<file path="src/rtl/uart_cmd_sequencer.sv">
// -----------------------------------------------------------------------------
// uart_cmd_sequencer
//
// Parses the UART RX byte stream for the clock/alarm design and turns it into
// configuration writes for the time counter and the alarm register. Every
// command that is recognised produces one response byte toward the UART TX
// path: '+' (ack) or '!' (nack).
//
// Commands (letters are case-insensitive):
//   l MMSS CR   load the time counter from ld_value
//   a MMSS CR   load the alarm register from ld_value
//   e           enable the alarm
//   d           disable the alarm
//
// Parameters
//   TIMEOUT_CYC  clk12m cycles allowed between bytes inside a command
//   TO_W         width of the inter-byte timeout counter
//
// Ports
//   clk12m       in   12 MHz system clock
//   rst_n        in   asynchronous active-low reset
//   rx_data      in   received byte, valid only while rx_data_rdy=1
//   rx_data_rdy  in   one-cycle strobe, byte available
//   tx_busy      in   UART TX cannot accept a byte this cycle
//   tx_data      out  ack/nack byte, held until tx_data_rdy
//   tx_data_rdy  out  one-cycle strobe, tx_data valid
//   ld_time      out  one-cycle pulse, load time counter from ld_value
//   ld_alarm     out  one-cycle pulse, load alarm register from ld_value
//   ld_value     out  {Mtens,Mones,Stens,Sones}, BCD
//   alarm_en     out  alarm enable level
//   cmd_err      out  one-cycle pulse on any aborted command
// -----------------------------------------------------------------------------
module uart_cmd_sequencer #(
  parameter int unsigned TIMEOUT_CYC = 12000000,
  parameter int unsigned TO_W        = 24
) (
  input  logic        clk12m,
  input  logic        rst_n,
  input  logic [7:0]  rx_data,
  input  logic        rx_data_rdy,
  input  logic        tx_busy,
  output logic [7:0]  tx_data,
  output logic        tx_data_rdy,
  output logic        ld_time,
  output logic        ld_alarm,
  output logic [15:0] ld_value,
  output logic        alarm_en,
  output logic        cmd_err
);

  localparam logic [7:0]      CHAR_CR   = 8'h0d;
  localparam logic [7:0]      CHAR_ACK  = 8'h2b;  // '+'
  localparam logic [7:0]      CHAR_NACK = 8'h21;  // '!'
  localparam logic [TO_W-1:0] TO_LAST   = TO_W'(TIMEOUT_CYC - 1);

  typedef enum logic [1:0] {
    S_IDLE,
    S_DIG,
    S_WCR,
    S_RESP
  } state_e;

  state_e          state_q,    state_d;
  logic [1:0]      idx_q,      idx_d;       // digit index inside S_DIG
  logic            tgt_alarm_q, tgt_alarm_d; // 1: alarm register, 0: time counter
  logic [15:0]     shadow_q,   shadow_d;    // digits collected before the CR commits them
  logic [15:0]     ld_value_q, ld_value_d;
  logic [TO_W-1:0] to_q,       to_d;
  logic [7:0]      tx_data_q,  tx_data_d;
  logic            alarm_en_q, alarm_en_d;
  logic            ld_time_q,  ld_time_d;
  logic            ld_alarm_q, ld_alarm_d;
  logic            cmd_err_q,  cmd_err_d;

  // Byte classification.
  logic       is_load_time;
  logic       is_load_alarm;
  logic       is_enable;
  logic       is_disable;
  logic [7:0] digit_max;
  logic       digit_ok;

  always_comb begin
    is_load_time  = (rx_data == 8'h6c) || (rx_data == 8'h4c);  // 'l' / 'L'
    is_load_alarm = (rx_data == 8'h61) || (rx_data == 8'h41);  // 'a' / 'A'
    is_enable     = (rx_data == 8'h65) || (rx_data == 8'h45);  // 'e' / 'E'
    is_disable    = (rx_data == 8'h64) || (rx_data == 8'h44);  // 'd' / 'D'
    // Tens positions (index 0 and 2) stop at '5', ones positions at '9'.
    digit_max     = idx_q[0] ? 8'h39 : 8'h35;
    digit_ok      = (rx_data >= 8'h30) && (rx_data <= digit_max);
  end

  logic abort;

  always_comb begin
    // NOTE: every variable assigned in this block gets a default first so no
    // path through the case/if tree can leave it unassigned and infer a latch.
    state_d     = state_q;
    idx_d       = idx_q;
    tgt_alarm_d = tgt_alarm_q;
    shadow_d    = shadow_q;
    ld_value_d  = ld_value_q;
    to_d        = to_q;
    tx_data_d   = tx_data_q;
    alarm_en_d  = alarm_en_q;
    ld_time_d   = 1'b0;
    ld_alarm_d  = 1'b0;
    cmd_err_d   = 1'b0;
    abort       = 1'b0;

    // Inter-byte timeout: only ticks while a command is in progress and no
    // byte arrives. A byte in the expiry cycle wins and clears the counter.
    if ((state_q == S_DIG || state_q == S_WCR) && !rx_data_rdy) begin
      if (to_q == TO_LAST) begin
        abort = 1'b1;
      end else begin
        to_d = to_q + TO_W'(1);
      end
    end

    case (state_q)
      S_IDLE: begin
        if (rx_data_rdy) begin
          if (is_load_time || is_load_alarm) begin
            tgt_alarm_d = is_load_alarm;
            idx_d       = 2'd0;
            shadow_d    = 16'h0000;
            to_d        = '0;
            state_d     = S_DIG;
          end else if (is_enable || is_disable) begin
            alarm_en_d = is_enable;
            tx_data_d  = CHAR_ACK;
            state_d    = S_RESP;
          end
        end
      end

      S_DIG: begin
        if (rx_data_rdy) begin
          to_d = '0;
          if (digit_ok) begin
            case (idx_q)
              2'd0:    shadow_d[15:12] = rx_data[3:0];
              2'd1:    shadow_d[11:8]  = rx_data[3:0];
              2'd2:    shadow_d[7:4]   = rx_data[3:0];
              default: shadow_d[3:0]   = rx_data[3:0];
            endcase
            idx_d = idx_q + 2'd1;
            if (idx_q == 2'd3) begin
              state_d = S_WCR;
            end
          end else begin
            abort = 1'b1;
          end
        end
      end

      S_WCR: begin
        if (rx_data_rdy) begin
          to_d = '0;
          if (rx_data == CHAR_CR) begin
            ld_value_d = shadow_q;
            ld_time_d  = !tgt_alarm_q;
            ld_alarm_d = tgt_alarm_q;
            tx_data_d  = CHAR_ACK;
            state_d    = S_RESP;
          end else begin
            abort = 1'b1;
          end
        end
      end

      S_RESP: begin
        // Any byte arriving here is dropped silently.
        if (!tx_busy) begin
          state_d = S_IDLE;
        end
      end

      default: state_d = S_IDLE;
    endcase

    // Abort leaves ld_value untouched and throws the collected digits away.
    if (abort) begin
      cmd_err_d = 1'b1;
      shadow_d  = 16'h0000;
      to_d      = '0;
      tx_data_d = CHAR_NACK;
      state_d   = S_RESP;
    end
  end

  always_ff @(posedge clk12m or negedge rst_n) begin
    if (!rst_n) begin
      state_q     <= S_IDLE;
      idx_q       <= 2'd0;
      tgt_alarm_q <= 1'b0;
      shadow_q    <= 16'h0000;
      ld_value_q  <= 16'h0000;
      to_q        <= '0;
      tx_data_q   <= 8'h00;
      alarm_en_q  <= 1'b0;
      ld_time_q   <= 1'b0;
      ld_alarm_q  <= 1'b0;
      cmd_err_q   <= 1'b0;
    end else begin
      // NOTE: non-blocking assignments so every register samples the values
      // computed from the previous state, independent of statement order.
      state_q     <= state_d;
      idx_q       <= idx_d;
      tgt_alarm_q <= tgt_alarm_d;
      shadow_q    <= shadow_d;
      ld_value_q  <= ld_value_d;
      to_q        <= to_d;
      tx_data_q   <= tx_data_d;
      alarm_en_q  <= alarm_en_d;
      ld_time_q   <= ld_time_d;
      ld_alarm_q  <= ld_alarm_d;
      cmd_err_q   <= cmd_err_d;
    end
  end

  // The response strobe fires in the first RESP cycle the TX path is free.
  assign tx_data_rdy = (state_q == S_RESP) && !tx_busy;
  assign tx_data     = tx_data_q;
  assign ld_time     = ld_time_q;
  assign ld_alarm    = ld_alarm_q;
  assign ld_value    = ld_value_q;
  assign alarm_en    = alarm_en_q;
  assign cmd_err     = cmd_err_q;

endmodule
</file>
<file path="config.mk">
export PLATFORM = sky130hd
export DESIGN_NAME = uart_cmd_sequencer
export DESIGN_NICKNAME = d
export VERILOG_FILES = /design/src/rtl/uart_cmd_sequencer.sv
export SDC_FILE = /design/constraint.sdc
export NUM_CORES = 1
export LEC_CHECK = 0
export ABC_AREA = 1
export ABC_CLOCK_PERIOD_IN_PS = 5200
export BUFFER_PORTS_ARGS = -buffer_cell sky130_fd_sc_hd__buf_2
export CAP_MARGIN = 15
export CORE_MARGIN = 2
export CORE_UTILIZATION = 41
export CTS_CLUSTER_SIZE = 12
export DETAILED_ROUTE_END_ITERATION = 16
export SYNTH_ARGS = -nofsm -noshare
export SYNTH_HDL_FRONTEND = slang
export SYNTH_SLANG_ARGS = --single-unit
</file>
<file path="constraint.sdc">
create_clock -name clk12m -period 5.2 [get_ports clk12m]
set_clock_uncertainty 0.1 [all_clocks]
set_input_delay 0.52 -clock clk12m [delete_from_list [all_inputs] [get_ports clk12m]]
set_output_delay 0.52 -clock clk12m [all_outputs]
set_load 0.05 [all_outputs]
</file>
==> results.json, run 1 <==
{
  "num_io_pins": 41,
  "avgViaCountPerCell": 5.08,
  "fp-row-count": 35,
  "grt_max_degree": 68,
  "synth_top_family_by_area": "simple AND/OR/NAND/NOR gates",
  "drt_pass1_iterations": 5,
  "relSlewSlack_pct": 33.9,
  "cts_setup_buffers": 0,
  "synth_simple_gate_area_share_pct": 27.1,
  "hold_path_class": "input port to async pin",
  "wire_per_inst_microns": 13.4,
  "status": "finished, final reports clean",
  "worstPathRequired_ns": 5.35,
  "switchingPower_mw": 0.854,
  "clk_latency_ns": 0.36,
  "endpoint_kind": "flop",
  "drive_gt1_share_pct": 16.9,
  "h-tree-depth": 3,
  "syn_to_final_growth_pct": 11.7,
  "rsz0062_at_grt": "false",
  "cts_tree": "yes",
  "core-area_sq_mm": 0.00906,
  "diodes": 0,
  "fmax_mhz": 295,
  "clk_pin_slew_worst_paths_ns": 0.08,
  "cts-resized-gates": 0,
  "synthMuxAreaShare_pct": 3.85,
  "r2r-end": "to_q[20]",
  "routed_wl_microns": 8150,
  "root_buffer": "clkbuf_8",
  "numCtsBuffers": 9,
  "max_cap_viol_count": 0,
  "fillCellCount": 881,
  "place_worst_setup_slack_ns": 1.82,
  "cp.arrival_ns": 3.54,
  "drtIter0Drc": 172,
  "grt_pass1_wl_microns": 13900,
  "finalPower_mw": 1.96,
  "synth_largest_area_cell": "dfrtp_1",
  "setup_ws_ns": 1.81,
  "synth_xor_area_share_pct": 4.41,
  "cp-startpoint": "state_q[1]",
  "netlist_area_sq_mm": 0.00377,
  "yosysSeqAreaShare_pct": 44.4,
  "period_needed_ns": 3.39,
  "finalCritPeriodShare_pct": 65.2,
  "ir_drop_mv": 0.350,
  "die_w_microns": 99.9,
  "hold_viol_final": 0,
  "final_max_slew_viol_count": 0,
  "ys_types": 36,
  "power.share.switching_pct": 43.4,
  "synth_top_area_share_pct": 44.4,
  "ff2ff_path_depth": 11,
  "seqCellArea_sq_mm": 0.00168,
  "vias": 3092,
  "crit_fanout": 29,
  "cts_max_path_buffers": 2,
  "drc": 0,
  "p_clk_share_pct": 25.8,
  "multi_input_area_sq_mm": 0.00178,
  "cts.sinks": 67,
  "dpl.hpwl_microns": 5850,
  "synth_compound_area_share_pct": 7.76,
  "worst_pin_slew_ns": 0.988,
  "p_int_mw": 1.11,
  "p_seq_share_pct": 35.1,
  "synth_area_leaders": "dfrtp_1 (44%), nand2_1 (9.9%), nor2_1 (6.2%), inv_1 (5.1%), nand3_1 (3.8%)",
  "start_util_pct": 41.6,
  "r2r_slack_ns": 1.81,
  "ant_nets": 0,
  "fin_nets": 516,
  "synth_adder_area_share_pct": 3.65,
  "syn_inst": 461,
  "power_frac_comb_pct": 39.1,
  "antenna_found_initial": 0,
  "die_y_microns": 99.9,
  "cts_hold_buf": 0,
  "yosys_warnings": 0,
  "gp_congestion": 0.873,
  "startpoint_type": "flop",
  "setup_viol": 0,
  "p_leak_nw": 2.10,
  "avgSynthCellArea_sq_um": 8.19,
  "power_density_mw_per_mm2": 466,
  "port_buffers": 36,
  "grt_pass1_vias": 2878,
  "crit_type": "flop to flop",
  "final_util_pct": 46.5,
  "track_usage_pct": 17.5,
  "setup-tns-final_ns": 0,
  "timing.rr.start": "state_q[1]",
  "ys_ff_latch": 67,
  "dieArea_sq_mm": 0.00999,
  "grt_overflow": 0
}
[worst max path at each step]
stage	to	cells past startpoint
detailed placement	to_q[11]	11
global route	to_q[20]	11
floorplan	shadow_q[11]	11
global placement	to_q[11]	11
finish	to_q[20]	11
CTS	to_q[20]	11
[logic make-up (layout without fill, tap and decap cells)]
group	after synthesis	in the layout
fa+ha+maj	11	11
buf+inv	74	108
mux	13	13
compound gates	45	45
xor+xnor	19	19
simple gates	231	231
flops	67	67
other cells	1	4
[sequential cells by signal (all words and copies together) (netlist names)]
name         cells
ld_time          1
ld_alarm         1
ld_value        16
to_q            24
tx_data          2
state_q          2
alarm_en         1
shadow_q        16
idx_q            2
cmd_err          1
tgt_alarm_q      1
[cells in the final DEF (no fill, tap or decap), types with 12 or more instances in the layout]
cell type / instances
nand2_1: 100
dfrtp_1: 67
nor2_1: 62
inv_1: 51
buf_2: 36
nand3_1: 29
o21ai_0: 17
nand4_1: 13
xor2_1: 12
mux2_2: 12
o2111ai_1: 12
[cell usage after synthesis]
cell       number
buf_2           5
o21ai_0        17
nor3b_1         1
o211ai_1        1
nor4_1          1
inv_1          51
mux2_2         12
buf_4           8
nor3_2          4
xnor2_1         7
nand2_2         3
a21oi_1         6
mux2i_1         1
nor3_1          9
o2111ai_1      12
nand3_2         2
inv_2           4
dfrtp_1        67
nor2_2          3
buf_6           2
o21ai_1         1
nor2_1         62
nand4_1        13
nor2_4          1
conb_1          1
or2_2           1
ha_1           11
nand3b_1        1
nand3_1        29
clkbuf_1        4
a211oi_1        6
xor2_1         12
a21oi_2         1
nand2_1       100
and3_1          1
a31oi_1         1
[power by group through the flow]
stage	Clock, mW	Sequential [mW]	Combinational, mW
after floorplan	0	0.723	0.596
after global placement	0	0.697	0.751
after detailed placement	0	0.701	0.766
after CTS	0.519	0.691	0.770
after global routing	0.543	0.705	0.879
final	0.507	0.690	0.768
[worst max-delay path: stages (launching register included)]
cell and delay, ns:
dfrtp_1 0.41, inv_1 0.09, ha_1 0.42, inv_1 0.31
a21oi_1 0.19, nand2_1 0.13, nand3_1 0.11, nand3_2 0.45
nand2_1 0.74, inv_1 0.16, o21ai_0 0.12, nor2_1 0.06
[area by class of cell]
| type | instances | share of cell area [%] |
|---|---|---|
| Tap cell | 111 | 3.29 |
| Sequential cell | 67 | 39.8 |
| Inverter | 55 | 4.90 |
| Multi-Input combinational cell | 323 | 42.2 |
| Timing Repair Buffer | 37 | 4.45 |
| Clock inverter | 7 | 2.46 |
| Clock buffer | 9 | 2.94 |
[stage by stage]
step / hold WS (ns) / cell area (sq um) / cells
floorplan: 0.124 / 3780 / 464
global placement: 0.319 / 3990 / 593
detailed placement: 0.316 / 3990 / 593
CTS: 0.288 / 4220 / 609
global route: 0.333 / 4220 / 609
finish: 0.253 / 4220 / 609
[routing by layer]
layer	vias to the layer above	part of all wire, %	global-route usage, %
met3	9	4.5	4.25
met2	69	43	25.1
met1	1457	51	26.1
li1	1557	-	-
met5	-	0	0
met4	0	1.3	5.80
(Power assumes the default switching activity.)
==> run 2, diff against run 1 <==
--- a/config.mk
+++ b/config.mk
@@ -5,8 +5,8 @@
 export SDC_FILE = /design/constraint.sdc
 export NUM_CORES = 1
 export LEC_CHECK = 0
-export ABC_AREA = 1
-export ABC_CLOCK_PERIOD_IN_PS = 5200
+export ABC_AREA = 0
+export ABC_CLOCK_PERIOD_IN_PS = 3200
 export BUFFER_PORTS_ARGS = -buffer_cell sky130_fd_sc_hd__buf_2
 export CAP_MARGIN = 15
 export CORE_MARGIN = 2
==> constraint.sdc (replaced) <==
create_clock -name clk12m -period 3.2 [get_ports clk12m]
set_clock_uncertainty 0.1 [all_clocks]
set_input_delay 0.32 -clock clk12m [delete_from_list [all_inputs] [get_ports clk12m]]
set_output_delay 0.32 -clock clk12m [all_outputs]
set_load 0.05 [all_outputs]
==> run 2 against run 1 <==
  * Sequential power rose by 59%
  * Combinational power is 32% higher
  * Routed wire length is 3.4% lower
  * Worst hold slack worse by 0.11 ns
  * Sequential cell count unchanged
  * Non-clock buffer count grew 5
==> results.json, run 2 <==
{
  "min_to": "tgt_alarm_q",
  "final_max_slew_viol_count": 0,
  "timing.rr.start": "state_q[1]",
  "ff2ff_path_depth": 8,
  "port_buffers": 36,
  "vias": 2803,
  "largest_register_ffs": 24,
  "avgSynthCellArea_sq_um": 10.1,
  "routed_wl_microns": 7880,
  "drt_pass1_iterations": 7,
  "gp_congestion": 0.759,
  "ys_ff_latch": 67,
  "fin_nets": 421,
  "crit_top_cell": "inv_1",
  "top_register": "to_q",
  "status": "finished, final reports clean",
  "hold_viol_final": 0,
  "antenna_found_initial": 0,
  "ant_nets": 0,
  "rsz0062_at_grt": "false",
  "grt_overflow": 0,
  "hp-start": "rx_data[6]",
  "fp-row-count": 34,
  "synth_edf_count": 0,
  "fmax_mhz": 414,
  "final_common_cell": "dfrtp_1",
  "track_usage_pct": 16.9,
  "startpoint_type": "flop",
  "num_io_pins": 41,
  "clk_latency_ns": 0.35,
  "drive_gt1_share_pct": 21.6,
  "ys_types": 50,
  "seqCellArea_sq_mm": 0.00168,
  "root_buffer": "clkbuf_8",
  "start_util_pct": 42.3,
  "syn_to_final_growth_pct": 11.0,
  "crit_type": "flop to flop",
  "finalCritPeriodShare_pct": 75.4,
  "die_w_microns": 98.8,
  "h-tree-depth": 3,
  "wire_per_inst_microns": 15.4,
  "crit_fanout": 24,
  "syn_inst": 365,
  "hold_depth": 3,
  "multi_input_area_sq_mm": 0.00178,
  "max_cap_viol_count": 0,
  "ys_async_sr_fraction_pct": 100,
  "critPathBufInv": 3,
  "cts.sinks": 67,
  "setup_ws_ns": 0.787,
  "fin_worst_hold_slack_ns": 0.139,
  "relSlewSlack_pct": 60.0,
  "p_leak_nw": 1.86,
  "worst_pin_slew_ns": 0.598,
  "fillCellCount": 835,
  "r2r_slack_ns": 0.79,
  "cts_max_path_buffers": 2,
  "avgViaCountPerCell": 5.49,
  "die_y_microns": 98.8,
  "hold_path_class": "input port to flop",
  "numCtsBuffers": 9,
  "dpl.hpwl_microns": 5390,
  "cts_tree": "yes",
  "netlist_area_sq_mm": 0.00369,
  "setup-tns-final_ns": 0,
  "cp.arrival_ns": 2.59,
  "yosysSeqAreaShare_pct": 45.5,
  "synth_top_area_share_pct": 45.5,
  "synth_largest_area_cell": "dfrtp_1",
  "critPathTopFamily": "simple AND/OR/NAND/NOR gates",
  "r2r-end": "shadow_q[4]",
  "cts_setup_buffers": 0,
  "yosys_warnings": 0,
  "clk_pin_slew_worst_paths_ns": 0.08,
  "power_density_mw_per_mm2": 732,
  "period_needed_ns": 2.41,
  "place_worst_setup_slack_ns": 0.771,
  "crit_chain": "inv_1 > ha_1 > buf_4 > inv_1 > o21ai_2 > and3_1 > nand4_1 > a31oi_1",
  "mostFrequentLayoutCells": "dfrtp_1 (67), nand2_1 (52), nor2_1 (39), buf_2 (36), nand4_1 (27)",
  "grt_pass1_wl_microns": 13300,
  "cp_slowest_cell": "and3_1",
  "synth.most_common_cell": "dfrtp_1",
  "synth_area_leaders": "dfrtp_1 (45%), nand2_1 (5.3%), mux2_2 (4.9%), nand4_1 (4.6%), nor2_1 (4.0%)",
  "synth_common_cells": "dfrtp_1 (67), nand2_1 (52), nor2_1 (39)",
  "worstPathRequired_ns": 3.38,
  "setup_viol": 0,
  "diodes": 0,
  "finalPower_mw": 3.00,
  "synth_ff_type": "dfrtp_1",
  "drc": 0,
  "grt_max_degree": 26,
  "core-area_sq_mm": 0.00872,
  "critPathMaxStageDelay_ns": 0.56,
  "ir_drop_mv": 0.259,
  "dieArea_sq_mm": 0.00977,
  "endpoint_kind": "flop",
  "drtIter0Drc": 126,
  "grt_pass1_vias": 2632
}
## run 2: cell types whose count changed in the layout (fill, tap and decap cells not counted), sizes merged, moves of 9 or more
cell	previous run	this run
nand2	103	53
inv	60	9
nand4	13	27
nor3	13	3
and3	1	10
o2111ai	12	0
a31oi	1	16
nand3	31	11
nor2	66	40
## run 2: what timing repair did
item | CTS | global route
endpoints found under the setup margin | 0 | 0
endpoints found under the hold margin | 20 | 0
resized for setup | 0 | 0
hold buffers | 1 | 0
## run 2: stage by stage
stage	cell area [sq um]	utilization, %	std cells
after global placement	3830	44.0	494
after global routing	4090	46.9	511
after CTS	4090	46.9	511
final	4090	46.9	511
after floorplan	3700	-	368
after detailed placement	3830	44.0	494
## run 2: tightest hold or removal path, delay by kind of cell
| family | cells | cell delay (ns) |
|---|---|---|
| buffers and inverters | 1 | 0.12 |
| and+or+nand+nor | 2 | 0.11 |
## run 2: worst max-delay path by stage
stage,from,to,slack (ns),cells past startpoint
after floorplan,idx_q[0],shadow_q[3],1.11,10
after global placement,rx_data[3],shadow_q[11],0.83,8
after detailed placement,rx_data[3],shadow_q[5],0.77,8
after CTS,idx_q[0],shadow_q[5],0.77,8
after global routing,idx_q[0],shadow_q[14],0.48,8
final,state_q[1],shadow_q[4],0.79,8
## run 2: layer usage
layer	vias to the layer above	GRT usage, %	share of wire, %
met5	-	0	0
met4	0	6.32	1.6
met3	10	2.98	4.0
met2	62	26.2	48
met1	1376	23.8	46
li1	1355	-	-
## run 2: power by group
group	internal (mW)	switching (mW)
sequential	0.990	0.113
clock	0.523	0.357
combinational	0.314	0.701
## run 2: cell type report
cell class / instances / share of cell area (%)
well taps: 108 / 3.30
clock buffers: 9 / 3.03
multi-input cells: 270 / 43.4
clock inverters: 7 / 3.03
inverters: 8 / 0.734
repair buffers: 42 / 5.56
flip-flops and latches: 67 / 41.0
## run 2: kinds of logic after synthesis
logic type / Yosys count / share of synthesized area, %
AO/OA/AOI/OAI: 45 / 8.96
XOR/XNOR: 22 / 5.23
adder cells (fa/ha/maj): 11 / 3.73
buffers and inverters: 31 / 6.68
flip-flops: 67 / 45.5
multiplexers: 18 / 5.43
other: 1 / 0.102
AND/OR/NAND/NOR: 170 / 24.4
==> run 3, diff against run 2 <==
--- a/config.mk
+++ b/config.mk
@@ -6,7 +6,7 @@
 export NUM_CORES = 1
 export LEC_CHECK = 0
 export ABC_AREA = 0
-export ABC_CLOCK_PERIOD_IN_PS = 3200
+export ABC_CLOCK_PERIOD_IN_PS = 2240
 export BUFFER_PORTS_ARGS = -buffer_cell sky130_fd_sc_hd__buf_2
 export CAP_MARGIN = 15
 export CORE_MARGIN = 2
==> constraint.sdc (replaced) <==
create_clock -name clk12m -period 2.24 [get_ports clk12m]
set_clock_uncertainty 0.1 [all_clocks]
set_input_delay 0.224 -clock clk12m [delete_from_list [all_inputs] [get_ports clk12m]]
set_output_delay 0.224 -clock clk12m [all_outputs]
set_load 0.05 [all_outputs]
==> run 3 against run 2 <==
  * Global-route usage grew 0.38 points
  * Combinational power increased by 95%
  * Clock power grew 22%
  * Sequential power grew 42%
  * Critical endpoint is now to_q[11]
  * Largest cell class unchanged
==> results.json, run 3 (synthesis results as in run 2) <==
{
  "status": "finished, final reports clean",
  "period_needed_ns": 2.16,
  "die_w_microns": 98.8,
  "cts.sinks": 67,
  "antenna_found_initial": 0,
  "wire_per_inst_microns": 15.8,
  "hold_path_class": "input port to flop",
  "start_util_pct": 42.3,
  "max_cap_viol_count": 0,
  "setup_ws_ns": 0.0849,
  "hold_viol_final": 0,
  "vias": 2949,
  "cts_tree": "yes",
  "clk_latency_ns": 0.35,
  "h-tree-depth": 3,
  "num_io_pins": 41,
  "cp_slowest_cell": "dfrtp_1",
  "setup_viol": 0,
  "crit_top_cell": "buf_4",
  "dpl.hpwl_microns": 5550,
  "mostFrequentLayoutCells": "dfrtp_1 (67), nand2_1 (52), nor2_1 (38), buf_2 (36), nand4_1 (27)",
  "critPathMaxStageDelay_ns": 0.39,
  "grt_pass1_vias": 2757,
  "largest_register_ffs": 24,
  "dp_cells": 512,
  "finalCritPeriodShare_pct": 96.2,
  "hold_depth": 3,
  "relSlewSlack_pct": 54.8,
  "drtIter0Drc": 119,
  "track_usage_pct": 17.3,
  "die_y_microns": 98.8,
  "startpoint_type": "flop",
  "diodes": 0,
  "core-area_sq_mm": 0.00872,
  "cp.arrival_ns": 2.29,
  "place_worst_setup_slack_ns": -0.0113,
  "clk_pin_slew_worst_paths_ns": 0.08,
  "port_buffers": 36,
  "ff2ff_path_depth": 9,
  "grt_max_degree": 42,
  "ir_drop_mv": 0.327,
  "crit_type": "flop to flop",
  "numCtsBuffers": 9,
  "drc": 0,
  "final_max_slew_viol_count": 0,
  "fin_nets": 450,
  "worst_pin_slew_ns": 0.678,
  "syn_to_final_growth_pct": 20.4,
  "fin_worst_hold_slack_ns": 0.0384,
  "final_common_cell": "dfrtp_1",
  "fp-row-count": 34,
  "avgViaCountPerCell": 5.46,
  "ant_nets": 0,
  "crit_fanout": 4,
  "dieArea_sq_mm": 0.00977,
  "drive_gt1_share_pct": 28.7,
  "routed_wl_microns": 8540,
  "finalNonFillerCells": 540,
  "endpoint_kind": "flop",
  "root_buffer": "clkbuf_8",
  "drt_pass1_iterations": 4,
  "gp_congestion": 0.866,
  "grt_pass1_wl_microns": 13500,
  "top_register": "to_q",
  "cts_max_path_buffers": 2,
  "fmax_mhz": 464,
  "crit_chain": "ha_2 > and2_4 > buf_4 > and4_1 > a21boi_4 > buf_4 > nor3b_1 > xnor2_1 > nor2_1",
  "p_leak_nw": 2.01,
  "worstPathRequired_ns": 2.37,
  "power_density_mw_per_mm2": 1040,
  "grt_overflow": 0
}
-- run 3: power breakdown --
part	total (mW)	switching [mW]	internal, mW	leakage (nW)
Clock	1.07	0.536	0.535	0.103
Combinational	1.97	1.21	0.767	0.995
Sequential	1.56	0.150	1.41	0.916
Total	4.61	1.89	2.72	2.01
-- run 3: worst paths after layout --
path / start / to / slack, ns
max in group asynchronous: rst_n / ld_value[10] / 1.04
worst min-delay path: rx_data[6] / tgt_alarm_q / 0.04
min in group asynchronous: rst_n / cmd_err / 0.34
worst max-delay path: to_q[0] / to_q[11] / 0.08
worst max register to register: to_q[0] / to_q[11] / 0.08
worst min register to register: tgt_alarm_q / ld_time / 0.36
-- run 3: repair_timing --
| action | in CTS | in global routing |
|---|---|---|
| hold buffers | 1 | 0 |
| endpoints found under the hold margin | 26 | 0 |
| pin swaps | 0 | 3 |
| endpoints found under the setup margin | 10 | 44 |
| cloned | 0 | 4 |
| gates resized for setup | 2 | 19 |
| setup buffers | 0 | 7 |
-- run 3: routing by layer --
layer	track usage, %	up-vias	share of wire [%]
met5	0	-	0
met4	4.43	0	1.5
met3	4.82	11	4.2
met2	29.1	79	51
met1	22.1	1443	44
li1	-	1416	-
-- run 3: worst max-delay path, delay by kind of cell (launching register included) --
kind,cells,cell delay (ns)
buf+inv,2,0.30
compound gates,1,0.22
fa+ha+maj,1,0.20
xor+xnor,1,0.15
simple gates,4,0.67
flops,1,0.39
-- run 3: area by class of cell --
class / instances / area (sq um)
Multi-Input combinational cell: 273 / 1910
Inverter: 8 / 30.0
Timing Repair Buffer: 68 / 477
Tap cell: 108 / 135
Clock inverter: 7 / 83.8
Sequential cell: 67 / 1680
Fill cell: 810 / 4280
Clock buffer: 9 / 124
-- run 3: stage by stage --
| stage | util, % | instance area [sq um] | total power, mW | TNS [ns] |
|---|---|---|---|---|
| 2_1_floorplan | - | 3700 | 2.84 | 0 |
| 3_3_place_gp | 45.7 | 3980 | 3.09 | 0 |
| 3_5_place_dp | 45.7 | 3980 | 3.13 | -0.0203 |
| 4_1_cts | 48.2 | 4210 | 4.21 | 0 |
| 5_1_grt | 50.9 | 4440 | 4.90 | -1.46 |
| 6_report | 50.9 | 4440 | 4.61 | 0 |
